[config.mk]
export PLATFORM = sky130hd
export DESIGN_NAME = game_timer_ctrl
export DESIGN_NICKNAME = d
export VERILOG_FILES = /design/src/rtl/game_timer_ctrl.sv
export SDC_FILE = /design/constraint.sdc
export NUM_CORES = 1
export LEC_CHECK = 0
export CAP_MARGIN = 20
export CORE_MARGIN = 3
export CORE_UTILIZATION = 45
export CTS_BUF_LIST = sky130_fd_sc_hd__clkbuf_16
export DETAILED_ROUTE_END_ITERATION = 10
export GPL_TIMING_DRIVEN = 0
export PLACE_DENSITY = 0.75
export SYNTH_ARGS = -nofsm -noshare
export SYNTH_HDL_FRONTEND = slang
export SYNTH_SLANG_ARGS = --single-unit
[constraint.sdc]
create_clock -name Clk -period 5 [get_ports Clk]
set_input_delay 1 -clock Clk [delete_from_list [all_inputs] [get_ports Clk]]
set_output_delay 1 -clock Clk [all_outputs]
set_load 0.02 [all_outputs]
[src/rtl/game_timer_ctrl.sv]
// Countdown game timer (M:SS in BCD) with a two-stage sprite pipeline that overlays the time on video.
// Display path: 1-cycle latency to digit/row/col select, 2-cycle latency to pixel_on/pixel_color; no backpressure.
`timescale 1ns/1ps
module game_timer_ctrl #(
  parameter int unsigned START_MIN      = 3,
  parameter int unsigned START_TENS     = 0,
  parameter int unsigned START_ONES     = 0,
  parameter int unsigned FRAMES_PER_SEC = 60,
  parameter int unsigned WARN_SECS      = 10,
  parameter int unsigned X0             = 272,
  parameter int unsigned Y0             = 8,
  parameter logic [8:0]  TRANSPARENT    = 9'd391
) (
  input  logic       Clk,
  input  logic       Reset_n,
  input  logic       frame_tick,
  input  logic       start,
  input  logic       pause,
  input  logic [9:0] DrawX,
  input  logic [9:0] DrawY,
  output logic [3:0] digit_code,
  output logic [4:0] sprite_row,
  output logic [4:0] sprite_col,
  input  logic [8:0] sprite_pixel,
  output logic       pixel_on,
  output logic [8:0] pixel_color,
  output logic [3:0] min_d,
  output logic [3:0] tens_d,
  output logic [3:0] ones_d,
  output logic       running,
  output logic       time_up
);

  localparam int FW = (FRAMES_PER_SEC > 1) ? $clog2(FRAMES_PER_SEC) : 1;
  localparam logic [FW-1:0] FRAME_LAST = FW'(FRAMES_PER_SEC - 1);
  localparam logic [FW-1:0] FRAME_HALF = FW'(FRAMES_PER_SEC / 2);
  localparam logic [3:0] RL_MIN  = 4'(START_MIN);
  localparam logic [3:0] RL_TENS = 4'(START_TENS);
  localparam logic [3:0] RL_ONES = 4'(START_ONES);
  localparam bit RL_ZERO = (START_MIN == 0) && (START_TENS == 0) && (START_ONES == 0);
  localparam logic [9:0] X0_L   = 10'(X0);
  localparam logic [9:0] Y0_L   = 10'(Y0);
  localparam logic [9:0] WARN_L = 10'(WARN_SECS);

  typedef enum logic [1:0] {IDLE, RUN, PAUSED, EXPIRED} state_e;

  state_e        state_q, state_d;
  logic [FW-1:0] frame_q, frame_d;
  logic [3:0]    dig_min_q, dig_min_d;
  logic [3:0]    dig_tens_q, dig_tens_d;
  logic [3:0]    dig_ones_q, dig_ones_d;
  logic          time_up_q, time_up_d;

  logic [3:0]    dec_min, dec_tens, dec_ones;
  logic          cur_zero, dec_zero;
  logic [9:0]    secs_left;
  logic          blank;

  logic          in_area_q, in_area_d;
  logic [3:0]    digit_code_q, digit_code_d;
  logic [4:0]    sprite_row_q, sprite_row_d;
  logic [4:0]    sprite_col_q, sprite_col_d;
  logic          pixel_on_q, pixel_on_d;
  logic [8:0]    pixel_color_q, pixel_color_d;
  logic [9:0]    dx, dy;

  // One-second BCD decrement; saturates at 0:00 so digits stay in range.
  always_comb begin
    cur_zero = (dig_min_q == 4'd0) && (dig_tens_q == 4'd0) && (dig_ones_q == 4'd0);
    dec_min  = dig_min_q;
    dec_tens = dig_tens_q;
    dec_ones = dig_ones_q;
    if (!cur_zero) begin
      if (dig_ones_q != 4'd0) begin
        dec_ones = dig_ones_q - 4'd1;
      end else begin
        dec_ones = 4'd9;
        if (dig_tens_q != 4'd0) begin
          dec_tens = dig_tens_q - 4'd1;
        end else begin
          dec_tens = 4'd5;
          dec_min  = dig_min_q - 4'd1;
        end
      end
    end
    dec_zero = (dec_min == 4'd0) && (dec_tens == 4'd0) && (dec_ones == 4'd0);
  end

  always_ff @(posedge Clk or negedge Reset_n) begin
    if (!Reset_n) begin
      state_q    <= IDLE;
      frame_q    <= '0;
      dig_min_q  <= RL_MIN;
      dig_tens_q <= RL_TENS;
      dig_ones_q <= RL_ONES;
      time_up_q  <= 1'b0;
    end else begin
      state_q    <= state_d;
      frame_q    <= frame_d;
      dig_min_q  <= dig_min_d;
      dig_tens_q <= dig_tens_d;
      dig_ones_q <= dig_ones_d;
      time_up_q  <= time_up_d;
    end
  end

  // start beats pause, and pause beats a frame tick arriving in the same cycle.
  always_comb begin
    state_d    = state_q;
    frame_d    = frame_q;
    dig_min_d  = dig_min_q;
    dig_tens_d = dig_tens_q;
    dig_ones_d = dig_ones_q;
    time_up_d  = 1'b0;
    if (start) begin
      dig_min_d  = RL_MIN;
      dig_tens_d = RL_TENS;
      dig_ones_d = RL_ONES;
      frame_d    = '0;
      if (RL_ZERO) begin
        state_d   = EXPIRED;
        time_up_d = 1'b1;
      end else begin
        state_d = RUN;
      end
    end else if (pause && state_q == RUN) begin
      state_d = PAUSED;
    end else if (pause && state_q == PAUSED) begin
      state_d = RUN;
    end else if (frame_tick && state_q == RUN) begin
      if (frame_q == FRAME_LAST) begin
        frame_d    = '0;
        dig_min_d  = dec_min;
        dig_tens_d = dec_tens;
        dig_ones_d = dec_ones;
        if (dec_zero) begin
          state_d   = EXPIRED;
          time_up_d = 1'b1;
        end
      end else begin
        frame_d = frame_q + 1'b1;
      end
    end
  end

  always_comb begin
    secs_left = 10'(dig_min_q) * 10'd60 + 10'(dig_tens_q) * 10'd10 + 10'(dig_ones_q);
    running   = 1'b0;
    blank     = 1'b0;
    if (state_q == RUN) begin
      running = 1'b1;
      blank   = (secs_left <= WARN_L) && (frame_q >= FRAME_HALF);
    end
  end

  // Stage 1: locate the pixel inside the three 32x24 digit cells.
  always_comb begin
    dx           = DrawX - X0_L;
    dy           = DrawY - Y0_L;
    in_area_d    = (DrawX >= X0_L) && (dx < 10'd96) && (DrawY >= Y0_L) && (dy < 10'd24);
    digit_code_d = 4'd0;
    sprite_row_d = 5'd0;
    sprite_col_d = 5'd0;
    if (in_area_d) begin
      sprite_row_d = dy[4:0];
      sprite_col_d = dx[4:0];
      case (dx[6:5])
        2'd0:    digit_code_d = dig_min_q;
        2'd1:    digit_code_d = dig_tens_q;
        default: digit_code_d = dig_ones_q;
      endcase
    end
  end

  // Stage 2: the sprite mux answers combinationally for the stage-1 selection.
  always_comb begin
    pixel_on_d    = in_area_q && !blank && (sprite_pixel != TRANSPARENT);
    pixel_color_d = pixel_on_d ? sprite_pixel : 9'd0;
  end

  always_ff @(posedge Clk or negedge Reset_n) begin
    if (!Reset_n) begin
      in_area_q     <= 1'b0;
      digit_code_q  <= 4'd0;
      sprite_row_q  <= 5'd0;
      sprite_col_q  <= 5'd0;
      pixel_on_q    <= 1'b0;
      pixel_color_q <= 9'd0;
    end else begin
      in_area_q     <= in_area_d;
      digit_code_q  <= digit_code_d;
      sprite_row_q  <= sprite_row_d;
      sprite_col_q  <= sprite_col_d;
      pixel_on_q    <= pixel_on_d;
      pixel_color_q <= pixel_color_d;
    end
  end

  assign digit_code  = digit_code_q;
  assign sprite_row  = sprite_row_q;
  assign sprite_col  = sprite_col_q;
  assign pixel_on    = pixel_on_q;
  assign pixel_color = pixel_color_q;
  assign min_d       = dig_min_q;
  assign tens_d      = dig_tens_q;
  assign ones_d      = dig_ones_q;
  assign time_up     = time_up_q;

endmodule

==> reports/results.ini, run 1 <==
[routing]
vias=2665
wirelength_um=7497
drt_pass1_iterations=4
ant_nets=0
drc=0
routedWlPerCell_um=15.21
routed_via_density=5.406
drt_iter0_drc=185

[clock_tree]
post-cts-setup-buffers=0
numCtsBuffers=5
cts_tree=done
clockBufferDepth=2
clkSlewWorstSetupHoldPaths_ns=0.06
htree_levels=2
cts-root-buf=clkbuf_16
clock_latency_ns=0.28
clock_sinks=46
postCtsHoldBufs=0

[synthesis]
syn_area_per_cell_um2=9.857
synth-edff-count=0
syn_area_um2=3154
ys_warn_count=0
async_reset_ff_share_pct=100.0
yosysSeqAreaShare_pct=36.57
synth_top_area_share_pct=34.91
synth_area_leaders=dfrtp_1 (35%), ha_1 (14%), fa_1 (5.7%), nor2_1 (3.7%), a21oi_1 (3.5%)
yosysTopAreaCell=dfrtp_1
synth_seq_cells=46
synth_cells=320
synth_flop_cell=dfrtp_1
yosysUniqueCellTypes=49
syn-num-nets=399

[min_path]
holdPathStages=1
hold_path_class=flop to flop
min-delay-start=state_q[1]
min_to=state_q[0]

[global_route]
grtUsageTotal_pct=18.71
grt_max_degree=32
antenna_found_initial=0
grt_pass1_vias=2629
grt_pass1_wl_um=12560
grt_overflow=0

[worst_setup_path]
path_class=flop to flop
reg2regPathDepth=13
cp_max_fo=10
r2r-end=pixel_color[2]
cp_slowest_cell=dfstp_2
crit_top_cell=ha_1
critical_path.cell_chain=fa_1 > fa_1 > ha_1 > a21o_1 > a21oi_1 > xnor2_1 > ha_1 > ha_1 > a21oi_1 > nand2_1 > a2111oi_0 > o2111ai_2 > and4_1
end_kind=flop
rrSetupSlack_ns=0.35
cp-start-kind=flop
crit_required_ns=5.17
r2r-start=min_d[0]
cp_slowest_stage_delay_ns=0.68
crit_arrival_ns=4.82

[sta]
fin_crit_sh_pct=93.09
rsz0062_at_grt=no
relSlewSlack_pct=49.46
finalClockSkew_ns=0.002125
tightest_slew_ns=0.7573
fin_tns_setup_ns=0
post-route-min-period_ns=4.654
finalHoldWorstSlack_ns=0.5403
setup_viol=0
hold_violations=0
slew_viol_final=0
fmax_mhz=214.9

[finish]
area_delta_synth_final_pct=32.88
fillers=551
mostFrequentLayoutCells=clkdlybuf4s50_1 (70), dfrtp_1 (44), ha_1 (36)
drive_gt1_share_pct=3.750
diodes=0
final_common_cell=clkdlybuf4s50_1
final_core_util_pct=63.82
final_nets=478

[placement]
io_buffers=71
hpwl_um=5731
globalplace.congestion=0.8423

[power]
ir_worst_vdd_mv=0.1760
power.density_nw_per_um2=208.4
power_leakage_nw=1.939

[floorplanning]
placementRows=29
die_w_um=89.72
initial_core_util_pct=48.03
die_area_um2=8050
fp.dieH_um=89.72
coreArea_um2=6568
io_pins=72

[status]
status=complete, no violations

[job]
maxCapViolCount=0

-- synth_stat cells, types with 4 or more instances --
library cell   n
dfrtp_1       44
ha_1          36
nor2_1        31
a21oi_1       22
inv_1         19
nand2_1       14
nor3_1        12
xnor2_1       12
o21ai_0       11
fa_1           9
mux2i_1        9
and2_1         7
and3_1         7
nand3_1        7
nor2b_1        6
or3_1          6
a211oi_1       5
and4_1         5
clkbuf_1       5
nand3b_1       4
nand4_1        4
-- where the power goes --
| part | total (mW) | switching, mW | leakage [nW] | internal (mW) |
|---|---|---|---|---|
| Combinational | 0.0759 | 0.0363 | 1.22 | 0.0396 |
| Sequential | 0.377 | 0.00220 | 0.631 | 0.375 |
| Clock | 0.421 | 0.136 | 0.0915 | 0.285 |
| Total | 0.874 | 0.175 | 1.94 | 0.699 |
-- critical path: cells and delay by family, from the launching register on --
kind | cells | cell delay [ns]
xor gates and xnor gates | 1 | 0.15
AOI/OAI and AO/OA | 5 | 1.42
and+or+nand+nor | 2 | 0.39
adders and majority gates | 5 | 1.92
DFF | 1 | 0.68
-- sequential cells by signal (all words and copies together) (netlist names) --
register / count
pixel_color: 9
frame_q: 6
sprite_col: 5
sprite_row: 5
digit_code: 4
min_d: 4
ones_d: 4
tens_d: 4
state_q: 2
in_area_q: 1
pixel_on: 1
time_up: 1
-- final cells by class --
class,count,area [um^2],area share (%)
sequential,46,1154,27.52
tap,93,116.4,2.776
timing repair buffer,72,725.7,17.31
buffer,6,30.03,0.7164
inverter,20,75.07,1.791
multi-input combinational,248,1902,45.37
clock buffer,5,125.1,2.985
clock inverter,3,63.81,1.522
-- routing by layer --
metal,wire length [um],up-vias,GRT usage (%),share of wire [%]
met5,0,-,0,0
met4,34,0,3.065,0.45
met3,289,6,3.673,3.9
met2,3803,59,32.71,51
met1,3369,1296,24.51,45
li1,-,1304,-,-
-- kinds of logic (layout without fill, tap and decap cells) --
| group | count (synthesis) | count (layout) | synth area share [%] |
|---|---|---|---|
| simple gates | 116 | 116 | 19.99 |
| compound gates | 63 | 63 | 12.65 |
| flops | 46 | 46 | 36.57 |
| fa+ha+maj | 45 | 45 | 19.99 |
| buf+inv | 26 | 106 | 3.332 |
| xor+xnor | 15 | 15 | 4.601 |
| mux | 9 | 9 | 2.856 |
-- through the flow --
stage | std cells | total power, mW | area, um^2 | setup slack (ns)
floorplan | 320 | 0.4114 | 3154 | 0.7878
global placement | 484 | 0.4560 | 3981 | 0.3981
detailed placement | 485 | 0.4595 | 3996 | 0.3168
CTS | 493 | 0.8820 | 4185 | 0.2882
global route | 493 | 0.9051 | 4192 | 0.001206
finish | 493 | 0.8737 | 4192 | 0.3456
-- how the worst max path moves through the flow --
| stage | start | end | slack, ns | cells after the start |
|---|---|---|---|---|
| 2_1_floorplan | min_d[0] | pixel_color[0] | 0.79 | 13 |
| 3_3_place_gp | min_d[0] | pixel_color[0] | 0.40 | 13 |
| 3_5_place_dp | min_d[0] | pixel_color[2] | 0.32 | 13 |
| 4_1_cts | min_d[0] | pixel_color[2] | 0.29 | 13 |
| 5_1_grt | min_d[0] | pixel_color[2] | 0.001 | 13 |
| 6_report | min_d[0] | pixel_color[2] | 0.35 | 13 |
-- what timing repair did --
item	in CTS	in global routing
gates resized for setup	0	1
hold endpoints to repair	0	0
setup endpoints to repair	0	3
(Power assumes the default switching activity.)
==> run 2: changes to the inputs <==
--- a/config.mk
+++ b/config.mk
@@ -8,7 +8,7 @@
 export CAP_MARGIN = 20
 export CORE_MARGIN = 3
 export CORE_UTILIZATION = 45
-export CTS_BUF_LIST = sky130_fd_sc_hd__clkbuf_16
+export CTS_BUF_LIST = sky130_fd_sc_hd__clkbuf_4
 export DETAILED_ROUTE_END_ITERATION = 10
 export GPL_TIMING_DRIVEN = 0
 export PLACE_DENSITY = 0.75
==> constraint.sdc (replaced) <==
create_clock -name Clk -period 5 [get_ports Clk]
set_input_delay 1 -clock Clk [delete_from_list [all_inputs] [get_ports Clk]]
set_output_delay 1 -clock Clk [all_outputs]
set_load 0.01 [all_outputs]
==> reports/results.ini, run 2 (synthesis results as in run 1) <==
[power]
finalPower_mw=0.7304
power_leakage_nw=1.900
power.density_nw_per_um2=178.0
ir_worst_vdd_mv=0.1473

[placement]
pre_cts_slack_ns=0.3168
globalplace.congestion=0.8423
hpwl_um=5731
io_buffers=71

[routing]
vias=2642
ant_nets=0
wirelength_um=7417
drt_pass1_iterations=4
drc=0
drt_iter0_drc=183
routedWlPerCell_um=15.04
routed_via_density=5.359

[global_route]
grt_pass1_wl_um=12390
antenna_found_initial=0
grt_pass1_vias=2595
grtUsageTotal_pct=18.46
grt_max_degree=32
grt_overflow=0

[worst_setup_path]
cp-start-kind=flop
cp_max_fo=10
path_class=flop to flop
crit_required_ns=5.27
r2r-start=min_d[0]
end_kind=flop
worstSetupStartpoint=min_d[0]
crit_arrival_ns=4.93

[clock_tree]
cts_tree=done
clockBufferDepth=2
cts_resized=0
post-cts-setup-buffers=0
numCtsBuffers=5
cts-root-buf=clkbuf_4
htree_levels=2
clock_latency_ns=0.37
clkSlewWorstSetupHoldPaths_ns=0.14
clock_sinks=46
postCtsHoldBufs=0

[sta]
tightest_slew_ns=0.7562
fmax_mhz=214.8
setup_ws_ns=0.3444
finalHoldWorstSlack_ns=0.5258
fin_tns_setup_ns=0
slew_viol_final=0
finalClockSkew_ns=0.01060
setup_viol=0
rsz0062_at_grt=no
hold_violations=0
fin_crit_sh_pct=93.11
relSlewSlack_pct=49.53
post-route-min-period_ns=4.656

[floorplanning]
io_pins=72
die_w_um=89.72
fp.dieH_um=89.72
initial_core_util_pct=48.03
coreArea_um2=6568
placementRows=29
die_area_um2=8050

[status]
status=complete, no violations

[job]
maxCapViolCount=0

[finish]
drive_gt1_share_pct=3.750
area_delta_synth_final_pct=30.11
final_common_cell=clkdlybuf4s50_1
final_core_util_pct=62.49
largest_reg_flops=9
register_area_um2=1154
diodes=0
fillers=557
multi_input_area_um2=1902
mostFrequentLayoutCells=clkdlybuf4s50_1 (70), dfrtp_1 (44), ha_1 (36)
final_nets=478

[min_path]
hold_path_class=input pin to asynchronous set/reset pin

run 2: cell counts in the layout (fill, tap and decap cells not counted):
No cell type changed its count.
run 2: worst max-delay path: stages (launching register included):
cell	delay [ns]
dfstp_2	0.70
fa_1	0.48
fa_1	0.50
ha_1	0.33
a21o_1	0.16
a21oi_1	0.17
xnor2_1	0.15
ha_1	0.25
ha_1	0.36
a21oi_1	0.17
nand2_1	0.06
a2111oi_0	0.53
o2111ai_2	0.39
and4_1	0.33
run 2: path summary, 6_finish.rpt:
kind,end,slack [ns],depth (start not counted)
setup / recovery,pixel_color[2],0.34,13
hold / removal,frame_q[4],0.53,1
setup reg to reg,pixel_color[2],0.34,13
hold reg to reg,state_q[0],0.55,1
max in group asynchronous,min_d[0],3.92,2
min in group Clk,state_q[0],0.55,1
run 2: layout make-up:
class,count,share of cell area (%)
plain buffers,6,0.7317
clock buffers,5,0.9146
clock inverters,3,1.555
inverters,20,1.829
multi-input cells,248,46.34
flip-flops and latches,46,28.11
well taps,93,2.835
repair buffers,72,17.68
run 2: power by group:
part           switching, mW  leakage, nW  internal (mW)
combinational         0.0348         1.22         0.0396
clock                  0.125       0.0528          0.154
sequential           0.00215        0.631          0.375
total                  0.162         1.90          0.568
run 2: metal layers:
metal,vias up,GRT usage (%),routed length (um)
li1,1304,-,-
met1,1264,24.36,3293
met2,69,31.89,3726
met3,5,3.673,373
met4,0,3.321,24
met5,-,0,0
run 2: through the flow:
stage	instance area (um^2)	instances
after detailed placement	3996	485
after CTS	4098	493
after global routing	4104	493
after global placement	3981	484
after floorplan	3154	320
final	4104	493
